## src/rtl/dma_pkg.sv

```systemverilog
// Shared definitions for the DMA engine: register map, CTRL/STATUS bit
// positions and the transfer state encoding.
package dma_pkg;

  // Register word index, taken from address bits [3:2]
  localparam logic [1:0] OFF_SRC   = 2'd0;
  localparam logic [1:0] OFF_DST   = 2'd1;
  localparam logic [1:0] OFF_COUNT = 2'd2;
  localparam logic [1:0] OFF_CTRL  = 2'd3;

  localparam int CTRL_START    = 0;
  localparam int CTRL_SRC_INC  = 1;
  localparam int CTRL_DST_INC  = 2;
  localparam int CTRL_IRQ_EN   = 3;
  localparam int CTRL_CLR_DONE = 4;

  localparam int STAT_BUSY   = 0;
  localparam int STAT_DONE   = 1;
  localparam int STAT_IRQ_EN = 3;

  typedef enum logic [1:0] {
    IDLE  = 2'd0,
    RD    = 2'd1,
    LATCH = 2'd2,
    WR    = 2'd3
  } dma_state_t;

endpackage

```

## src/rtl/dma_if.sv

```systemverilog
// CPU-side and decoder-side data bus signals seen by the DMA engine.
// slave = the engine's view, master = the surrounding SoC's view.
interface dma_if;
  logic [31:0] cpu_addr;
  logic [31:0] cpu_wdata;
  logic [3:0]  cpu_wenable;
  logic        cpu_rreq;
  logic [31:0] cpu_rdata;
  logic        cpu_stall;
  logic [31:0] bus_addr;
  logic [31:0] bus_wdata;
  logic [3:0]  bus_wenable;
  logic [31:0] bus_rdata;
  logic        irq;

  modport slave (
    input  cpu_addr, cpu_wdata, cpu_wenable, cpu_rreq, bus_rdata,
    output cpu_rdata, cpu_stall, bus_addr, bus_wdata, bus_wenable, irq
  );

  modport master (
    output cpu_addr, cpu_wdata, cpu_wenable, cpu_rreq, bus_rdata,
    input  cpu_rdata, cpu_stall, bus_addr, bus_wdata, bus_wenable, irq
  );
endinterface

```

## src/rtl/dma_arbiter.sv

```systemverilog
// Data-bus arbiter: CPU has priority, but a DMA request denied STARVE_LIMIT
// consecutive cycles is granted on the next one.
module dma_arbiter #(
  parameter int STARVE_LIMIT = 8
) (
  input  logic clk,
  input  logic rst_n,
  input  logic i_dma_req,
  input  logic i_cpu_bus_req,
  output logic o_dma_grant,
  output logic o_cpu_stall
);

  logic [7:0] r_starve;

  assign o_dma_grant = i_dma_req & (~i_cpu_bus_req | (r_starve == 8'(STARVE_LIMIT)));
  assign o_cpu_stall = i_cpu_bus_req & o_dma_grant;

  // DMA only drops its request in IDLE/LATCH, and LATCH always follows a grant,
  // so clearing on !i_dma_req is the same as clearing in IDLE.
  always_ff @(posedge clk or negedge rst_n) begin
    if (!rst_n) begin
      r_starve <= 8'd0;
    end else if (!i_dma_req || o_dma_grant) begin
      r_starve <= 8'd0;
    end else begin
      r_starve <= r_starve + 8'd1;
    end
  end

endmodule

```

## src/rtl/dma_engine.sv

```systemverilog
// Memory-mapped block-copy DMA engine sitting between the CPU data port and
// the SoC decoder, sharing the single data bus with the CPU.
module dma_engine
  import dma_pkg::*;
#(
  parameter logic [31:0] REG_BASE     = 32'h1FFF_FFF0,
  parameter int          STARVE_LIMIT = 8
) (
  input logic  clk,
  input logic  rst_n,
  dma_if.slave io
);

  dma_state_t  r_state, w_state_nxt;
  logic [31:0] r_src, r_dst, r_hold, r_rd_data;
  logic [15:0] r_count;
  logic        r_src_inc, r_dst_inc, r_irq_en, r_done, r_rd_hit;

  logic        w_hit, w_reg_wr, w_ctrl_wr, w_start, w_busy;
  logic        w_cpu_bus_req, w_dma_req, w_grant, w_stall, w_wr_grant;
  logic [1:0]  w_off;
  logic [31:0] w_dma_addr, w_reg_rdata;
  logic [3:0]  w_dma_we;

  assign w_hit         = (io.cpu_addr[31:4] == REG_BASE[31:4]);
  assign w_off         = io.cpu_addr[3:2];
  assign w_reg_wr      = w_hit & (io.cpu_wenable == 4'hF);
  assign w_ctrl_wr     = w_reg_wr & (w_off == OFF_CTRL);
  assign w_busy        = (r_state != IDLE);
  assign w_start       = w_ctrl_wr & io.cpu_wdata[CTRL_START] & ~w_busy;
  assign w_cpu_bus_req = (io.cpu_rreq | (|io.cpu_wenable)) & ~w_hit;
  assign w_dma_req     = (r_state == RD) | (r_state == WR);
  assign w_wr_grant    = (r_state == WR) & w_grant;

  dma_arbiter #(.STARVE_LIMIT(STARVE_LIMIT)) u_arb (
    .clk          (clk),
    .rst_n        (rst_n),
    .i_dma_req    (w_dma_req),
    .i_cpu_bus_req(w_cpu_bus_req),
    .o_dma_grant  (w_grant),
    .o_cpu_stall  (w_stall)
  );

  always_comb begin
    w_state_nxt = r_state;
    w_dma_addr  = r_src;
    w_dma_we    = 4'h0;
    case (r_state)
      IDLE:  if (w_start && r_count != 16'd0) w_state_nxt = RD;
      RD:    if (w_grant) w_state_nxt = LATCH;
      LATCH: w_state_nxt = WR;
      WR: begin
        w_dma_addr = r_dst;
        w_dma_we   = 4'hF;
        if (w_grant) w_state_nxt = (r_count == 16'd1) ? IDLE : RD;
      end
      default: w_state_nxt = IDLE;
    endcase
  end

  always_comb begin
    w_reg_rdata = 32'd0;
    case (w_off)
      OFF_SRC:   w_reg_rdata = r_src;
      OFF_DST:   w_reg_rdata = r_dst;
      OFF_COUNT: w_reg_rdata = {16'd0, r_count};
      default: begin
        w_reg_rdata[STAT_BUSY]   = w_busy;
        w_reg_rdata[STAT_DONE]   = r_done;
        w_reg_rdata[STAT_IRQ_EN] = r_irq_en;
      end
    endcase
  end

  // A granted DMA access takes the whole bus, so a stalled CPU store is dropped.
  assign io.bus_addr    = w_grant ? w_dma_addr : io.cpu_addr;
  assign io.bus_wdata   = w_grant ? r_hold     : io.cpu_wdata;
  assign io.bus_wenable = w_grant ? w_dma_we   : (w_hit ? 4'h0 : io.cpu_wenable);
  assign io.cpu_rdata   = r_rd_hit ? r_rd_data : io.bus_rdata;
  assign io.cpu_stall   = w_stall;
  assign io.irq         = r_done & r_irq_en;

  always_ff @(posedge clk or negedge rst_n) begin
    if (!rst_n) begin
      r_state   <= IDLE;
      r_src     <= 32'd0;
      r_dst     <= 32'd0;
      r_count   <= 16'd0;
      r_hold    <= 32'd0;
      r_src_inc <= 1'b0;
      r_dst_inc <= 1'b0;
      r_irq_en  <= 1'b0;
      r_done    <= 1'b0;
      r_rd_hit  <= 1'b0;
      r_rd_data <= 32'd0;
    end else begin
      r_state   <= w_state_nxt;
      r_rd_hit  <= w_hit & io.cpu_rreq;
      r_rd_data <= w_reg_rdata;

      if (w_reg_wr && !w_busy) begin
        case (w_off)
          OFF_SRC:   r_src   <= io.cpu_wdata;
          OFF_DST:   r_dst   <= io.cpu_wdata;
          OFF_COUNT: r_count <= io.cpu_wdata[15:0];
          default:   ;
        endcase
      end

      if (w_ctrl_wr) begin
        r_irq_en <= io.cpu_wdata[CTRL_IRQ_EN];
        if (io.cpu_wdata[CTRL_CLR_DONE]) r_done <= 1'b0;
      end

      // A zero-length start completes at once without touching the bus.
      if (w_start) begin
        r_src_inc <= io.cpu_wdata[CTRL_SRC_INC];
        r_dst_inc <= io.cpu_wdata[CTRL_DST_INC];
        r_done    <= (r_count == 16'd0);
      end

      if (r_state == LATCH) r_hold <= io.bus_rdata;

      if (w_wr_grant) begin
        if (r_src_inc) r_src <= r_src + 32'd4;
        if (r_dst_inc) r_dst <= r_dst + 32'd4;
        r_count <= r_count - 16'd1;
        if (r_count == 16'd1) r_done <= 1'b1;
      end
    end
  end

endmodule

```

## src/flat_wrapper.sv

```systemverilog
// flat-port wrapper written by rule: the top's interface ports become plain ports
module dma_engine_flat import dma_pkg::*;
#(
  parameter logic [31:0] REG_BASE     = 32'h1FFF_FFF0,
  parameter int          STARVE_LIMIT = 8
)
  (clk, rst_n, io_cpu_addr, io_cpu_wdata, io_cpu_wenable, io_cpu_rreq, io_bus_rdata, io_cpu_rdata, io_cpu_stall, io_bus_addr, io_bus_wdata, io_bus_wenable, io_irq);
  dma_if io_i ();
  input logic clk;
  input logic rst_n;
  input wire logic [$bits(io_i.cpu_addr)-1:0] io_cpu_addr;
  input wire logic [$bits(io_i.cpu_wdata)-1:0] io_cpu_wdata;
  input wire logic [$bits(io_i.cpu_wenable)-1:0] io_cpu_wenable;
  input wire logic [$bits(io_i.cpu_rreq)-1:0] io_cpu_rreq;
  input wire logic [$bits(io_i.bus_rdata)-1:0] io_bus_rdata;
  output wire logic [$bits(io_i.cpu_rdata)-1:0] io_cpu_rdata;
  output wire logic [$bits(io_i.cpu_stall)-1:0] io_cpu_stall;
  output wire logic [$bits(io_i.bus_addr)-1:0] io_bus_addr;
  output wire logic [$bits(io_i.bus_wdata)-1:0] io_bus_wdata;
  output wire logic [$bits(io_i.bus_wenable)-1:0] io_bus_wenable;
  output wire logic [$bits(io_i.irq)-1:0] io_irq;
  assign io_i.cpu_addr = io_cpu_addr;
  assign io_i.cpu_wdata = io_cpu_wdata;
  assign io_i.cpu_wenable = io_cpu_wenable;
  assign io_i.cpu_rreq = io_cpu_rreq;
  assign io_i.bus_rdata = io_bus_rdata;
  assign io_cpu_rdata = io_i.cpu_rdata;
  assign io_cpu_stall = io_i.cpu_stall;
  assign io_bus_addr = io_i.bus_addr;
  assign io_bus_wdata = io_i.bus_wdata;
  assign io_bus_wenable = io_i.bus_wenable;
  assign io_irq = io_i.irq;
  dma_engine #(.REG_BASE(REG_BASE), .STARVE_LIMIT(STARVE_LIMIT)) u_core (.clk(clk), .rst_n(rst_n), .io(io_i));
endmodule
```

## config.mk

```make
export PLATFORM = sky130hd
export DESIGN_NAME = dma_engine_flat
export DESIGN_NICKNAME = d
export VERILOG_FILES = /design/src/rtl/dma_pkg.sv /design/src/rtl/dma_if.sv /design/src/rtl/dma_arbiter.sv /design/src/rtl/dma_engine.sv /design/src/flat_wrapper.sv
export SDC_FILE = /design/constraint.sdc
export NUM_CORES = 1
export LEC_CHECK = 0
export BUFFER_PORTS_ARGS = -buffer_cell sky130_fd_sc_hd__buf_4
export CAP_MARGIN = 20
export CORE_UTILIZATION = 60
export CTS_CLUSTER_DIAMETER = 50
export DETAILED_ROUTE_END_ITERATION = 12
export GPL_TIMING_DRIVEN = 0
export PLACE_DENSITY = 0.91
export SYNTH_ARGS = -nofsm -noshare
export SYNTH_HDL_FRONTEND = slang
export SYNTH_HIERARCHICAL = 1
export SYNTH_SLANG_ARGS = --single-unit
```

## constraint.sdc

```tcl
create_clock -name clk -period 9.71 [get_ports clk]
set_input_delay 0.971 -clock clk [delete_from_list [all_inputs] [get_ports clk]]
set_output_delay 0.971 -clock clk [all_outputs]
set_load 0.005 [all_outputs]
```

==> flow_summary.toml <==
[outcome]
outcome = "finished, final reports clean"

[routing]
initialDrtViolationCount = 1767
drtPass1Iterations = 7
vias = 9900
ant_nets = 0
drcViolationCount = 0
routed_via_density = 6.81
wl_um = 33500
wl_per_cell_um = 23.0

[layout]
num_antenna_cells = 0
fin_nets = 1344
multi_input_area_mm2 = 0.00518
filler_cell_count = 1057
seq_area_mm2 = 0.00398
areaGrowthSynthToFinish_pct = 25.7
final_cell_count_no_fill = 1454
drive_above_1_share = 0.284

[setup_path]
slowest_delay_ps = 640
r2r_slack_ps = 5000
crit_buf_inv = 7
reg2reg_to = "u_core/r_dst[26]"
cp-start-kind = "primary input"
worst_ep_arrival_time_ps = 5290
cp_common_cell = "clkbuf_1"
criticalPathCategory = "in2out"
path_max_fanout = 10
worst_setup_path_end_kind = "primary output"
crit_required_ps = 8740
reg2reg_depth = 12
r2r_start = "u_core/r_state[1]"
startpoint = "io_cpu_addr[30]"
slowest_stage = "or4_1"
path_cells = "buf_4 > nand4b_1 > or4_1 > buf_2 > nor2_1 > a21oi_1 > a21boi_0 > clkbuf_1 > clkbuf_1 > clkbuf_1 > buf_1 > a21oi_1 > buf_4"
cp_top_family = "buffers and inverters"

[placement]
hpwl_um = 23600
place_inst = 1422
globalplace.congestion = 0.969
portBuffers = 204

[sta]
relSlewSlack = 0.234
fin_crit_sh = 0.645
rsz0062_at_grt = "false"
tns_ps = 0
maxSlewViolCount = 0
min_period_ps = 6260
tightest_slew_ps = 1140
finalClockSkew_ps = 8.52
fmax_mhz = 160
finalHoldViolCount = 0
finalSetupViolCount = 0

[cts]
cts_tree = "built"
clkTransAtPathRegs_ps = 60
htree_levels = 4
cts_buffer_depth = 2
cts_setup_buffers = 0
cts-root-buf = "clkbuf_16"
cts_sinks = 159
insertion_delay_ps = 430
cts-buffers-inserted = 17
hold_buffers = 0
cts_resized = 0

[global_route]
gr-total-overflow = 0
antenna_found_initial = 0
grt_pass1_vias = 9368
grt_pass1_wl_um = 51200
grt_util_all_layers = 0.418
grt_max_degree = 122

[die]
num_rows = 45
core_area_mm2 = 0.0153
die_width_um = 128
initial_utilization = 0.621
ios = 205
fp.dieArea_mm2 = 0.0164
fp.dieH_um = 128

[synthesis]
yosys_most_used_dff = "dfrtp_1"
ys_seq_area_frac = 0.418
synth_edf_count = 0
synth_warnings = 6
syn_inst = 1006
ys_seq_elements = 159
synthArstFlopShare = 1.00
ys_types = 65
syn_area_mm2 = 0.00951
synth_fp_nets = 1120
postSynthAreaPerCell_um2 = 9.45

[power]
power_density_mw_per_mm2 = 180
vdd_drop_max_mv = 0.150
p_leak_nw = 5.39

[min_path]
hold_class = "in2async"

[run]
maxCapViolCount = 0
-- logic make-up after synthesis --
logic type	Yosys count	synth area share
compound gates	213	0.143
buf+inv	89	0.0366
xor+xnor	4	0.00368
mux	167	0.192
flops	159	0.418
fa+ha+maj	11	0.0145
simple gates	363	0.192
-- through the flow --
step	setup WS, ps	cell area [um^2]	power [mW]	util	hold WS (ps)
after floorplan	5290	9510	1.22	-	455
after global placement	3820	11300	1.41	0.738	480
after detailed placement	3670	11300	1.44	0.741	485
after CTS	3660	12000	2.14	0.781	417
after global routing	3350	12000	2.24	0.781	424
final	3450	12000	2.15	0.781	410
-- flip-flops by register name (all words and copies together), names as in the netlist --
name and count:
u_core/r_irq_en 1, u_core/r_rd_hit 1, u_core/r_done 1, u_core/r_count 16, u_core/r_hold 32, u_core/u_arb/r_starve 8, u_core/r_src 32, u_core/r_rd_data 32
u_core/r_dst_inc 1, u_core/r_dst 32, u_core/r_src_inc 1, u_core/r_state 2
-- cell type report --
class	count	area share
tap	211	0.0221
buffer	66	0.0219
clock inverter	12	0.0133
clock buffer	20	0.0382
inverter	23	0.00722
sequential	159	0.333
multi-input combinational	758	0.434
timing repair buffer	205	0.131
-- cell usage after synthesis (15+ instances only) --
cell / n / area [um^2]
nand2_1: 78 / 293
clkbuf_1: 45 / 169
inv_1: 23 / 86.3
mux2_2: 93 / 1050
mux2i_1: 69 / 691
dfrtp_1: 159 / 3980
o21ai_0: 46 / 230
buf_1: 15 / 56.3
nand3_1: 42 / 210
nor4_1: 17 / 106
nand4_1: 26 / 163
a211oi_1: 16 / 120
a21oi_1: 72 / 360
nor2_1: 94 / 353
and3_1: 23 / 144
nor3_1: 36 / 180
-- power breakdown --
part / switching [mW] / internal (mW) / total (mW)
clock network: 0.283 / 0.420 / 0.703
registers: 0.0874 / 0.775 / 0.863
logic: 0.299 / 0.289 / 0.588
-- placed cells by master, fill, tap and decap left out, types with 6 or more instances in the layout --
master / count
clkbuf_1: 46
buf_4: 203
a221oi_1: 6
nand4_1: 26
dfrtp_1: 159
and4_1: 6
ha_1: 11
nor2_1: 94
nor4_1: 17
or4_1: 7
nand2_1: 78
mux2_2: 93
a31oi_1: 11
nand3_1: 42
clkbuf_16: 17
o22ai_1: 7
a211oi_1: 16
o21ai_0: 46
a311oi_1: 7
nor3_1: 36
o211ai_1: 7
and3_1: 23
a21oi_1: 72
buf_1: 15
inv_1: 23
mux2i_1: 69
or3_1: 9
o2bb2ai_1: 8
-- worst max-delay path by stage --
stage,cells past startpoint,end
final,13,io_bus_addr[12]
after global routing,13,io_bus_addr[18]
after CTS,13,io_bus_addr[12]
after detailed placement,13,io_bus_addr[12]
after global placement,13,io_bus_addr[11]
after floorplan,11,io_bus_addr[10]
-- worst reg2reg max path, delay by kind of cell, from the launching register on --
family,cells,cell delay (ps)
AND/OR/NAND/NOR,5,1720
AO/OA/AOI/OAI,2,400
flip-flops,1,410
buffers and inverters,4,1780
adder cells (fa/ha/maj),1,310
-- per-layer routing --
metal | part of all wire | global-route usage | vias up
li1 | - | - | 4209
met1 | 0.37 | 0.543 | 4637
met2 | 0.45 | 0.646 | 859
met3 | 0.13 | 0.109 | 195
met4 | 0.055 | 0.221 | 0
met5 | 0 | 0 | -
Note: power is estimated with default switching activity, not from simulation.
